## config.mk

```make
export PLATFORM = sky130hd
export DESIGN_NAME = axi_rd_arbiter_n
export DESIGN_NICKNAME = d
export VERILOG_FILES = /design/src/rtl/axi_rd_arbiter_n.sv
export SDC_FILE = /design/constraint.sdc
export NUM_CORES = 1
export LEC_CHECK = 0
export ABC_CLOCK_PERIOD_IN_PS = 2000
export CAP_MARGIN = 40
export CORE_AREA = 2 2 102 94
export DETAILED_ROUTE_END_ITERATION = 7
export DIE_AREA = 0 0 104 96
export PLACE_DENSITY = 0.78
export RECOVER_POWER = 100
export SLEW_MARGIN = 5
export SYNTH_ARGS = -nofsm -noshare
export SYNTH_HDL_FRONTEND = slang
export SYNTH_SLANG_ARGS = --single-unit
```

## constraint.sdc

```tcl
create_clock -name clk -period 2 [get_ports clk]
set_clock_uncertainty 0.15 [all_clocks]
set_input_delay 0.6 -clock clk [delete_from_list [all_inputs] [get_ports clk]]
set_output_delay 0.6 -clock clk [all_outputs]
set_load 0.03 [all_outputs]
```

## src/rtl/axi_rd_arbiter_n.sv

```systemverilog
// ---------------------------------------------------------------------------
// axi_rd_arbiter_n
//
// N-master AXI3 read-channel arbiter. One master's AR request is granted and
// that master then owns the outer AR/R channel until the last beat of its
// burst has been accepted. Only one burst is outstanding at a time.
//
// Configuration macro:
//   ARB_RR_EN  defined   -> round-robin. The search starts at the master after
//                           the last owner, and the pointer moves on each grant.
//              undefined -> fixed priority, lowest index wins. No pointer state.
//
// Ports:
//   clk, rst                 clock, synchronous active-high reset
//   m_araddr/m_arlen         per-master AR address / length-1 (packed, master i
//                            in slice i)
//   m_arvalid/m_arready      per-master AR handshake
//   m_rdata/m_rlast          R data/last, broadcast to every master
//   m_rvalid/m_rready        per-master R handshake (only the owner's bit is live)
//   arid..arvalid, arready   outer AR channel (arid = owner index)
//   rid..rvalid, rready      outer R channel
//   rd_err                   sticky: error response or wrong rid on an accepted beat
// ---------------------------------------------------------------------------
module axi_rd_arbiter_n #(
  parameter int NUM_MST = 2,
  parameter int ADDR_W  = 32,
  parameter int DATA_W  = 32,
  parameter int ID_W    = 4
) (
  input  logic                      clk,
  input  logic                      rst,
  // master side
  input  logic [NUM_MST*ADDR_W-1:0] m_araddr,
  input  logic [NUM_MST*8-1:0]      m_arlen,
  input  logic [NUM_MST-1:0]        m_arvalid,
  output logic [NUM_MST-1:0]        m_arready,
  output logic [DATA_W-1:0]         m_rdata,
  output logic                      m_rlast,
  output logic [NUM_MST-1:0]        m_rvalid,
  input  logic [NUM_MST-1:0]        m_rready,
  // outer AR channel
  output logic [ID_W-1:0]           arid,
  output logic [ADDR_W-1:0]         araddr,
  output logic [7:0]                arlen,
  output logic [2:0]                arsize,
  output logic [1:0]                arburst,
  output logic [1:0]                arlock,
  output logic [3:0]                arcache,
  output logic [2:0]                arprot,
  output logic                      arvalid,
  input  logic                      arready,
  // outer R channel
  input  logic [ID_W-1:0]           rid,
  input  logic [DATA_W-1:0]         rdata,
  input  logic [1:0]                rresp,
  input  logic                      rlast,
  input  logic                      rvalid,
  output logic                      rready,
  // status
  output logic                      rd_err
);

  localparam int OWN_W = (NUM_MST > 1) ? $clog2(NUM_MST) : 1;

  typedef enum logic [1:0] {
    ST_IDLE,
    ST_ADDR,
    ST_DATA
  } state_e;

  state_e             state_q, state_d;
  logic [OWN_W-1:0]   owner_q, owner_d;
  logic [ADDR_W-1:0]  addr_q, addr_d;
  logic [7:0]         len_q, len_d;
  logic               rd_err_q, rd_err_d;

  logic               req_any;
  logic [OWN_W-1:0]   win_idx;
  logic               r_hs;

  assign req_any = |m_arvalid;

  // -------------------------------------------------------------------------
  // Winner selection
  // -------------------------------------------------------------------------
`ifdef ARB_RR_EN
  logic [OWN_W-1:0] rr_ptr_q, rr_ptr_d;

  // Walk from farthest to nearest so the last hit is the requester closest
  // to the pointer (inclusive).
  always_comb begin
    int idx;
    win_idx = rr_ptr_q;
    for (int k = NUM_MST - 1; k >= 0; k--) begin
      idx = int'(rr_ptr_q) + k;
      if (idx >= NUM_MST) idx = idx - NUM_MST;
      if (m_arvalid[OWN_W'(idx)]) win_idx = OWN_W'(idx);
    end
  end

  always_comb begin
    int nxt;
    rr_ptr_d = rr_ptr_q;
    nxt      = int'(win_idx) + 1;
    if (nxt >= NUM_MST) nxt = 0;
    if (state_q == ST_IDLE && req_any) rr_ptr_d = OWN_W'(nxt);
  end

  always_ff @(posedge clk) begin
    if (rst) rr_ptr_q <= '0;
    else     rr_ptr_q <= rr_ptr_d;
  end
`else
  // Lowest index wins: scan downwards so index 0 is written last.
  always_comb begin
    win_idx = '0;
    for (int i = NUM_MST - 1; i >= 0; i--) begin
      if (m_arvalid[i]) win_idx = OWN_W'(i);
    end
  end
`endif

  // -------------------------------------------------------------------------
  // FSM next-state and channel steering
  // -------------------------------------------------------------------------
  assign r_hs = rvalid && m_rready[owner_q];

  // NOTE: every signal driven here gets a default before the case statement;
  // a path that leaves one unassigned would infer a latch.
  always_comb begin
    state_d   = state_q;
    owner_d   = owner_q;
    addr_d    = addr_q;
    len_d     = len_q;
    rd_err_d  = rd_err_q;
    arvalid   = 1'b0;
    rready    = 1'b0;
    m_arready = '0;
    m_rvalid  = '0;

    case (state_q)
      ST_IDLE: begin
        if (req_any) begin
          owner_d = win_idx;
          addr_d  = m_araddr[win_idx*ADDR_W +: ADDR_W];
          len_d   = m_arlen[win_idx*8 +: 8];
          state_d = ST_ADDR;
        end
      end

      ST_ADDR: begin
        // Fields come from registers, so they hold steady under backpressure
        // regardless of what the master does with its own inputs.
        arvalid            = 1'b1;
        m_arready[owner_q] = arready;
        if (arready) state_d = ST_DATA;
      end

      ST_DATA: begin
        rready            = m_rready[owner_q];
        m_rvalid[owner_q] = rvalid;
        if (r_hs) begin
          if (rresp != 2'b00 || rid != ID_W'(owner_q)) rd_err_d = 1'b1;
          if (rlast) state_d = ST_IDLE;
        end
      end

      default: state_d = ST_IDLE;
    endcase
  end

  // -------------------------------------------------------------------------
  // State registers
  // -------------------------------------------------------------------------
  // NOTE: sequential state uses non-blocking assignments so every flop
  // samples the pre-edge values of its neighbours.
  always_ff @(posedge clk) begin
    if (rst) begin
      state_q  <= ST_IDLE;
      owner_q  <= '0;
      rd_err_q <= 1'b0;
    end else begin
      state_q  <= state_d;
      owner_q  <= owner_d;
      rd_err_q <= rd_err_d;
    end
  end

  // NOTE: address/length are not reset; they are only presented while in
  // ADDR, which is always entered through a load from IDLE.
  always_ff @(posedge clk) begin
    addr_q <= addr_d;
    len_q  <= len_d;
  end

  // -------------------------------------------------------------------------
  // Outputs
  // -------------------------------------------------------------------------
  assign arid    = ID_W'(owner_q);
  assign araddr  = addr_q;
  assign arlen   = len_q;
  assign arsize  = 3'b010;
  assign arburst = 2'b01;
  assign arlock  = 2'b00;
  assign arcache = 4'b0000;
  assign arprot  = 3'b000;

  assign m_rdata = rdata;
  assign m_rlast = rlast;
  assign rd_err  = rd_err_q;

endmodule

```

-- Word-level counts from Yosys, hierarchy flattened
Cells that the tools add are included.
- register bits after elaboration: 44
- latch bits: 0
- bits in writable memories: 0
- ROM bits: 0
- bits of input ports: 127
- output and inout port bits: 98
- word-level logic and storage cells: 42
- memories: 0
- add/sub/neg operators: 0
- $mul: 0
- divide/modulo/power cells: 0
- magnitude comparators: 2
- eq/ne operators: 7
- shifts and indexed selects: 2
- muxes and demuxes: 15
- bitwise gates (word level): 2
- reduce and logical (&&, ||, !) cells: 9
- operators by type and width (operator ; count):
    $shiftx 64x7->32 ; 1
    $shiftx 16x5->8 ; 1
    $mux 2 ; 6
    $ne 2x2->1 const B ; 4
    $mux 1 ; 7
    $pmux 2 s3 ; 1
    $and 2x2->2 ; 2
    $ne 4x1->1 ; 1
    $reduce_and 4->1 ; 1
    $reduce_and 3->1 ; 1
    $eq 2x1->1 const B ; 1
    $eq 2x2->1 const B ; 1
    $logic_and 1x1->1 ; 2
    $logic_not 2->1 ; 1
    $lt 1x2->1 const B ; 1
    $reduce_and 2->1 ; 1
    $reduce_bool 2->1 ; 1
    $reduce_or 2->1 ; 1
    $demux 1 s1 ; 1
    $ge 1x1->1 const B ; 1
    $logic_or 1x1->1 ; 1

-- Longest topological paths before layout
- depth in word-level cells: 6
- mapped depth: 4

-- Worst setup path after synthesis
Ideal clock, no wire load.
- path type: reg2out
- start: register state_q[0]
- end: output m_arready[0]
- arrival: 1.443 ns
- data required time: 1.250 ns
- path slack: -0.193 ns
- cell stages (with the launch flop): 4
- path buffers: 0
- cell sequence: dfxtp_1 > nor2b_1 > nand2_1 > nor2_1
- cells in the longest elaborated chain, start to end: 2
- ends and longest elaborated chain (element ; RTL line ; RTL):
    start, declared ; 71 ; state_e state_q, state_d;
    start signal, assigned ; 183 ; state_q <= state_d;
    $eq 2x1->1 ; 141 ; case (state_q)
    $mux 2 ; 141 ;
    end, declared ; 36 ; output logic [NUM_MST-1:0] m_arready,
No other way between the ends.

-- Worst setup path after layout
- start: input m_arvalid[1]
- end: register addr_q[15], in the netlist araddr[15] (enable)
- cells in the longest elaborated chain, start to end: 2
- ends and longest elaborated chain (element ; RTL line ; RTL):
    start, declared ; 35 ; input logic [NUM_MST-1:0] m_arvalid,
    $reduce_or 2->1 ; 81 ; assign req_any = |m_arvalid;
    $reduce_and 2->1 (no source line) ; - ;
    end signal, assigned ; 192 ; addr_q <= addr_d;
    end, declared ; 73 ; logic [ADDR_W-1:0] addr_q, addr_d;
No other way between the ends.
A chain may end at the register's enable or synchronous reset.

==> run summary <==
Status: finished clean
Worst Path Arrival: 1.88 ns
Post-DR vias/cell: 4.04
Die X: 104 um
Final period utilization: 99.6%
Pins Over Slew Limit: 0
Area leader, netlist: edfxtp_1
DRC: 0
Clk Latency, worst-skew pair: 0.30 ns
Count of final setup violators: 0
Share of cells above drive strength 1: 14.2%
Reg2Reg Setup Slack: 0.46 ns
Root buffer cell: clkbuf_8
#FFs+latches synth: 44
Die area: 0.00998 mm^2
Post-route ant nets: 0
Wirelength per Cell: 14.3 um
CP Data Required Time: 1.89 ns
Initial antenna violation count: 0
Static Leak: 1.48 nW
Gr usage total: 11.6%
Die H: 96 um
Final Util: 42.5%
I/O Buffers: 143
Crit-path max FO: 40
RSZ-0062 raised after global routing: yes
WL final: 5870 um
Post-synthesis sequential area ratio: 54.7%
Clock sink count: 44
Mean Syn Cell Area: 13.9 um^2
Crit path capture type: register
CTS tree: done
Row count: 33
Starting DRT DRC Count: 29
Post-synthesis cell type count: 23
Routability congestion estimate: 0.674
DP Wirelength: 4440 um
HP Class: reg -> reg
VDD IR-drop max: 0.263 mV
CTS Buf Count: 5
Vias in the first global route: 1651
Router iterations before antenna repair: 4
H-tree levels: 2
Minimum clock period: 1.99 ns
Area contributors post-synth: edfxtp_1 (51%), mux2_1 (19%), buf_4 (17%)
Placed cell count: 401
Clock transition at path regs: 0.08 ns
Most common cell after layout, fill and taps aside: clkdlybuf4s50_1
Total gr overflow: 0
Most frequent cells in the layout: clkdlybuf4s50_1 (88), dlygate4sd2_1 (45), mux2_1 (40), edfxtp_1 (40), conb_1 (17)
Core area: 0.00892 mm^2
F_max: 502 MHz
Clock Tree Buf Depth: 2
Final Non-Filler Cells: 411
Via count: 1659
Syn-to-layout area delta: 61.9%
Max-Cap Viols: 0
IO Count: 225
Diode count: 0
First-pass GRT wire length: 8930 um
Hold Buf Count CTS: 0
YS warnings: 0
Final hold viol count: 0
Post-synth top area share: 51.3%
Pwr dens: 691 mW/mm^2
Crit path kind: in -> reg
Worst setup SP type: input pin
Nets@finish: 415
Initial core utilization: 26.2%
Mapped cell area: 0.00234 mm^2
Post-Syn Instances: 168
Pin count of the biggest net entering global routing: 41
state kept, by name, summed over array words and instances (netlist names):
name and flops:
rd_err 1, araddr 32, owner_q 1, state_q 2, arlen 8
layer usage:
metal  global-route usage, %  up-vias  share of wire [%]
met5                       0        -                  0
met4                    4.62        0                2.0
met3                    4.74       15                9.9
met2                    20.3      121                 50
met1                    12.7      758                 38
li1                        -      765                  -
synthesized netlist by cell type (all sizes together):
cell / n
and3: 2
mux2i: 1
a21oi: 3
xor2: 1
edfxtp: 40
and2b: 1
nand2b: 3
nor2: 3
conb: 2
nor2b: 2
a211oi: 1
nor3: 1
o21ai: 2
o41ai: 1
nand2: 3
dfxtp: 4
mux2: 40
or4: 1
inv: 1
buf: 56
cells by family after synthesis:
| group | share of synthesized area (%) |
|---|---|
| multiplexers | 19.7 |
| AND/OR/NAND/NOR | 4.38 |
| flip-flops | 54.7 |
| buffers and inverters | 18.8 |
| AO/OA/AOI/OAI | 1.76 |
| other | 0.321 |
| XOR/XNOR | 0.374 |
worst max-delay path, stage by stage:
cell	delay, ns
dlygate4sd3_1	0.60
o21ai_1	0.29
clkinvlp_4	0.17
buf_12	0.21
power breakdown:
group          internal (mW)  leakage, nW  total [mW]  switching [mW]
Clock                  0.372       0.0552       0.688           0.316
Sequential              1.13        0.425        1.16          0.0276
Combinational          0.350         1.00       0.769           0.420
Total                   1.85         1.48        2.62           0.763
final timing paths:
check / from / end / cells past startpoint
max: m_arvalid[1] / araddr[15]$_DFFE_PP_ / 4
min: rd_err$_SDFFE_PP0P_ / rd_err$_SDFFE_PP0P_ / 2
max reg2reg: state_q[1]$_SDFFE_PP0P_ / araddr[15]$_DFFE_PP_ / 4
min reg2reg: rd_err$_SDFFE_PP0P_ / rd_err$_SDFFE_PP0P_ / 2
per-stage QoR:
| step | total power, mW | setup TNS, ns | area [um^2] | setup WS (ns) | hold WS, ns |
|---|---|---|---|---|---|
| 6_report | 2.62 | 0 | 3790 | 0.00856 | 0.337 |
| 5_1_grt | 2.74 | -1.22 | 3790 | -0.0628 | 0.399 |
| 4_1_cts | 2.64 | 0 | 3730 | 0.00406 | 0.346 |
| 3_5_place_dp | 2.01 | -17.60 | 3650 | -0.280 | 0.322 |
| 3_3_place_gp | 2.00 | -15.32 | 3650 | -0.265 | 0.305 |
| 2_1_floorplan | 1.72 | 0 | 2400 | 0.00799 | 0.403 |
what timing repair did:
action,in CTS,in global routing
pin swaps,0,5
endpoints found under the setup margin,49,6
setup buffers,0,3
gates resized for setup,56,21
area by class of cell:
| class | instances | area (um^2) |
|---|---|---|
| flip-flops and latches | 44 | 1290 |
| repair buffers | 154 | 1500 |
| multi-input cells | 82 | 731 |
| fillers | 877 | 5130 |
| inverters | 1 | 7.51 |
| clock buffers | 6 | 72.6 |
| well taps | 122 | 153 |
| clock inverters | 2 | 35.0 |
No activity file was read; power rests on OpenSTA's default activity.
